===== src/rtl/pulse_pkg.sv =====
// Shared encodings for the trigger pulse generator: sequence modes and FSM states.
package pulse_pkg;

   typedef enum logic [1:0] {
      MODE_SINGLE = 2'd0,
      MODE_BURST  = 2'd1,
      MODE_CONT   = 2'd2,
      MODE_RSVD   = 2'd3
   } mode_t;

   typedef enum logic [1:0] {
      ST_IDLE  = 2'd0,
      ST_DELAY = 2'd1,
      ST_HIGH  = 2'd2,
      ST_LOW   = 2'd3
   } state_t;

endpackage


===== src/rtl/rise_detect.sv =====
// 1-bit rising-edge detector; the history register resets to 1 so a level held
// high through reset does not look like a fresh edge.
module rise_detect (
   input  logic clock,
   input  logic reset_n,
   input  logic d,
   output logic rise
);

   logic q;

   always_ff @(posedge clock or negedge reset_n) begin
      if (!reset_n) q <= 1'b1;
      else          q <= d;
   end

   assign rise = d & ~q;

endmodule


===== src/rtl/trigger_pulse_gen.sv =====
// Trigger-started pulse sequencer: optional delay, then SINGLE / BURST / CONTINUOUS
// pulse trains of latched high/low lengths, with registered signal/busy/done.
module trigger_pulse_gen
   import pulse_pkg::*;
#(
   parameter int unsigned W = 8
) (
   input  logic         clock,
   input  logic         reset_n,
   input  logic         on,
   input  logic [1:0]   mode,
   input  logic [W-1:0] delay,
   input  logic [W-1:0] high_len,
   input  logic [W-1:0] low_len,
   input  logic [W-1:0] count,
   output logic         signal,
   output logic         busy,
   output logic         done
);

   localparam logic [W-1:0] ONE = W'(1);

   logic         trig;
   state_t       state_q, state_d;
   mode_t        mode_q, mode_d;
   logic [W-1:0] cnt_q, cnt_d, hm1_q, hm1_d, lm1_q, lm1_d, rem_q, rem_d;
   logic [W-1:0] hm1_in, lm1_in;
   logic         stop_q, stop_d;
   logic         signal_d, busy_d, done_d;
   logic         stop_now, last_pulse, end_seq, start;

   rise_detect u_rise (
      .clock   (clock),
      .reset_n (reset_n),
      .d       (on),
      .rise    (trig)
   );

   always_ff @(posedge clock or negedge reset_n) begin
      if (!reset_n) begin
         state_q <= ST_IDLE;
         mode_q  <= MODE_SINGLE;
         cnt_q   <= '0;
         hm1_q   <= '0;
         lm1_q   <= '0;
         rem_q   <= '0;
         stop_q  <= 1'b0;
         signal  <= 1'b0;
         busy    <= 1'b0;
         done    <= 1'b0;
      end else begin
         state_q <= state_d;
         mode_q  <= mode_d;
         cnt_q   <= cnt_d;
         hm1_q   <= hm1_d;
         lm1_q   <= lm1_d;
         rem_q   <= rem_d;
         stop_q  <= stop_d;
         signal  <= signal_d;
         busy    <= busy_d;
         done    <= done_d;
      end
   end

   always_comb begin
      // Phase lengths are stored minus one so zero-length fields clamp to one cycle.
      hm1_in   = (high_len == '0) ? '0 : high_len - ONE;
      lm1_in   = (low_len  == '0) ? '0 : low_len  - ONE;
      state_d  = state_q;
      mode_d   = mode_q;
      cnt_d    = cnt_q;
      hm1_d    = hm1_q;
      lm1_d    = lm1_q;
      rem_d    = rem_q;
      stop_now = stop_q | ~on;
      stop_d   = stop_now;
      signal_d = signal;
      busy_d   = busy;
      done_d   = 1'b0;
      end_seq  = 1'b0;
      start    = 1'b0;

      case (mode_q)
         MODE_BURST: last_pulse = (rem_q == ONE);
         MODE_CONT:  last_pulse = stop_now;
         default:    last_pulse = 1'b1;
      endcase

      case (state_q)
         ST_IDLE: begin
            stop_d = 1'b0;
            start  = trig;
         end
         ST_DELAY, ST_LOW: begin
            if (mode_q == MODE_CONT && stop_now) begin
               end_seq = 1'b1;
            end else if (cnt_q == '0) begin
               state_d  = ST_HIGH;
               cnt_d    = hm1_q;
               signal_d = 1'b1;
            end else begin
               cnt_d = cnt_q - ONE;
            end
         end
         ST_HIGH: begin
            if (cnt_q != '0) begin
               cnt_d = cnt_q - ONE;
            end else if (last_pulse) begin
               end_seq = 1'b1;
            end else begin
               state_d  = ST_LOW;
               cnt_d    = lm1_q;
               signal_d = 1'b0;
               if (mode_q == MODE_BURST) rem_d = rem_q - ONE;
            end
         end
         default: state_d = ST_IDLE;
      endcase

      // A trigger on the completing edge restarts at once, so done and busy overlap here only.
      if (end_seq) begin
         state_d  = ST_IDLE;
         cnt_d    = '0;
         signal_d = 1'b0;
         busy_d   = 1'b0;
         done_d   = 1'b1;
         start    = trig;
      end

      if (start) begin
         mode_d = mode_t'(mode);
         hm1_d  = hm1_in;
         lm1_d  = lm1_in;
         rem_d  = (count == '0) ? ONE : count;
         stop_d = 1'b0;
         busy_d = 1'b1;
         if (delay != '0) begin
            state_d  = ST_DELAY;
            cnt_d    = delay - ONE;
            signal_d = 1'b0;
         end else begin
            state_d  = ST_HIGH;
            cnt_d    = hm1_in;
            signal_d = 1'b1;
         end
      end
   end

endmodule


===== config.mk =====
export PLATFORM = sky130hd
export DESIGN_NAME = trigger_pulse_gen
export DESIGN_NICKNAME = d
export VERILOG_FILES = /design/src/rtl/pulse_pkg.sv /design/src/rtl/rise_detect.sv /design/src/rtl/trigger_pulse_gen.sv
export SDC_FILE = /design/constraint.sdc
export NUM_CORES = 1
export LEC_CHECK = 0
export ABC_CLOCK_PERIOD_IN_PS = 2250
export CAP_MARGIN = 40
export CORE_ASPECT_RATIO = 0.6
export CORE_MARGIN = 10
export CORE_UTILIZATION = 45
export DETAILED_ROUTE_END_ITERATION = 8
export HOLD_SLACK_MARGIN = 0.02
export PLACE_DENSITY = 0.75
export SLEW_MARGIN = 20
export SYNTH_ARGS = -nofsm -noshare
export SYNTH_HDL_FRONTEND = slang
export SYNTH_SLANG_ARGS = --single-unit

===== constraint.sdc =====
create_clock -name clock -period 2.25 [get_ports clock]
set_input_delay 0.675 -clock clock [delete_from_list [all_inputs] [get_ports clock]]
set_output_delay 0.675 -clock clock [all_outputs]
set_load 0.05 [all_outputs]

==> impl_metrics.tcl <==
set metrics [dict create \
    cts_tree "built" \
    clk_latency_ns 0.31 \
    async_flop_share 1.000 \
    cts_sinks 41 \
    cts_buffers 5 \
    gp_congestion 0.9851 \
    hpwlAfterDp_mm 6.065 \
    dieWidth_um 121.5 \
    start_kind "flip-flop" \
    max_slew_margin 0.6483 \
    synth_mux_area_frac 0.02161 \
    worst_pin_slew_ns 0.5276 \
    grt_max_degree 42 \
    fin_crit_ns 2.278 \
    grt_pass1_vias 2794 \
    synth_top_area_frac 0.3602 \
    cts-root-buf "clkbuf_8" \
    path_clk_slew_ns 0.08 \
    drt-total-wl_mm 8.517 \
    dr.pass1.iters 5 \
    io_pins 40 \
    drc_errors 0 \
    synthesis.area_mm2 0.002779 \
    met1_length_mm 4.034 \
    finalSetupViolations 12 \
    fmax_ghz 0.4390 \
    cts_buffer_depth 2 \
    synthesis.nets 379 \
    antenna_found_initial 0 \
    synth.yosys.warnings 0 \
    synth_cell_type_count 49 \
    cp_cell_sequence "nor4_4 > a221oi_4 > or3_4 > buf_6 > a31oi_4 > buf_2 > a21oi_1 > o21ai_0" \
    finalCritPeriodShare 1.012 \
    yosys.area_share.simple 0.2913 \
    cp_max_fo 11 \
    htreeDepth 2 \
    slowest_delay_ns 0.43 \
    synthCells 334 \
    outcome "finished with violations" \
    wl_met3_um 619 \
    grt_pass1_wl_mm 13.22 \
    rows 22 \
    hold_violations 0 \
    synth_flop_cell "dfrtp_1" \
    clock_skew_ns 0.005851 \
    synth-seq-cells 41 \
    synth_xor_area_frac 0.05043 \
    rsz0062_at_grt "yes" \
    portBuffers 39 \
    setup_ws_ns -0.02800 \
    ant_nets 0 \
    leakage_nw 1.771 \
    netlist.top_cell.by_area "dfrtp_1" \
    netlist_top_cells_count "46 x nand2_1, 40 x dfrtp_1, 39 x nor2_1" \
    arrival_ns 2.51 \
    antennaDiodeCount 0 \
    power_density_mw_per_mm2 1016 \
    initial_core_util 0.4589 \
    violations "negative setup slack" \
    grt_usage 0.1639 \
    top_layer "met4" \
    maxCapViolCount 0 \
    coreArea_mm2 0.006056 \
    final_nets 496 \
    endpoint_kind "flip-flop" \
    synth_compound_area_frac 0.1787 \
    yosys.cell_count.top_type "nand2_1" \
    pre_cts_slack_ns -0.6102 \
    avgViaCountPerCell 5.470 \
    via_count 2932 \
    crit_slowest_cell "or3_4" \
    dr_wl_met2_mm 3.783 \
    syn_to_final_growth_pct 47.46 \
    holdWs_ns 0.4251 \
    wl_per_cell_um 15.89 \
    synth_area_per_cell_um2 8.320 \
    synth_top_family_by_area "simple AND/OR/NAND/NOR gates" \
    die-area_mm2 0.009822 \
    drive_gt1_frac 0.2920 \
    min-delay-path-class "input port to async pin" \
    dieHeight_um 80.87 \
    synth_edf_count 0 \
    cp.required_ns 2.48 \
    synth-adder-area-share 0.03602 \
    seq_area_frac_synth 0.3697 \
    fillers 496 \
    overflow 0 \
    critical_path_class "flip-flop to flip-flop" \
    synth_area_leaders "dfrtp_1 36%, nand2_1 6.2%, nor2_1 5.3%" \
    peakVddDrop_mv 0.5063 \
    drt_iter0_drc 242 \
    finalMaxSlewViolations 0 \
]
## timing repair
item,in CTS,in global routing
endpoints found under the hold margin,0,0
pin swaps,12,14
gates resized for setup,26,27
setup buffers,5,10
endpoints found under the setup margin,37,37
gates cloned,0,1
hold buffers,0,0
## layer usage
layer / global-route usage / up-vias
met1: 0.2270 / 1381
met5: 0 / -
li1: - / 1423
met2: 0.2513 / 115
met4: 0.04028 / 0
met3: 0.04086 / 13
## worst paths after layout
kind / start / depth (start not counted) / slack (ns) / to
max: rem_q[5] / 8 / -0.03 / rem_q[6]
min in group clock: lm1_q[6] / 2 / 0.48 / lm1_q[6]
max in group asynchronous: reset_n / 2 / 1.46 / u_rise.q
max reg2reg: rem_q[5] / 8 / -0.03 / rem_q[6]
min reg2reg: lm1_q[6] / 2 / 0.48 / lm1_q[6]
min: reset_n / 2 / 0.43 / mode_q[1]
## registers in the layout (all words and copies together), names as in the netlist
register  count
u_rise.q      1
mode_q        2
hm1_q         8
lm1_q         8
busy          1
stop_q        1
rem_q         8
signal        1
state_q       2
done          1
cnt_q         8
## layout make-up
cell class,instances,area [um^2],area share
Multi-Input combinational cell,262,1769,0.4318
Sequential cell,41,1027,0.2507
Timing Repair Buffer,123,1012,0.2470
Tap cell,84,105.1,0.02565
Clock buffer,7,86.33,0.02107
Inverter,18,67.56,0.01649
Clock inverter,1,30.03,0.007328
## power by group
| group | total (W) | internal, W | switching [W] | leakage (nW) |
|---|---|---|---|---|
| logic | 0.00214 | 0.00100 | 0.00114 | 1.22 |
| registers | 0.00138 | 0.00109 | 0.000289 | 0.491 |
| clock network | 0.000647 | 0.000362 | 0.000285 | 0.0585 |
## critical path, delay by kind of cell, from the launching register on
| family | cells | cell delay [ns] |
|---|---|---|
| compound gates | 4 | 0.49 |
| buf+inv | 2 | 0.44 |
| flops | 1 | 0.42 |
| simple gates | 2 | 0.85 |
## cell usage in the layout (no fill, tap or decap), types with 7 or more instances in the layout
cell type	Yosys	final
xnor2_1	10	10
nor2_1	39	37
a31oi_1	8	7
a21oi_1	18	18
dfrtp_1	40	40
inv_1	18	16
nand3_1	19	19
o21ai_0	17	17
clkdlybuf4s50_1	0	27
nor3_1	13	10
buf_4	0	79
nand2_1	46	46
## kinds of logic after synthesis
logic type               after synthesis
AO/OA/AOI/OAI                         76
XOR/XNOR                              16
adder cells (fa/ha/maj)                8
buffers and inverters                 31
flip-flops                            41
multiplexers                           6
AND/OR/NAND/NOR                      156
## through the flow
step | setup TNS [ns] | power [W] | instances | area, um^2 | util
final | -0.1787 | 0.004165 | 536 | 4098 | 0.6767
after global routing | -1.895 | 0.004451 | 536 | 4098 | 0.6767
after CTS | 0 | 0.003926 | 526 | 3951 | 0.6525
after detailed placement | -15.94 | 0.003251 | 513 | 3725 | 0.6151
after global placement | -13.84 | 0.003190 | 513 | 3725 | 0.6151
after floorplan | -0.08678 | 0.002530 | 334 | 2790 | -
Note: power is estimated with default switching activity, not from simulation.
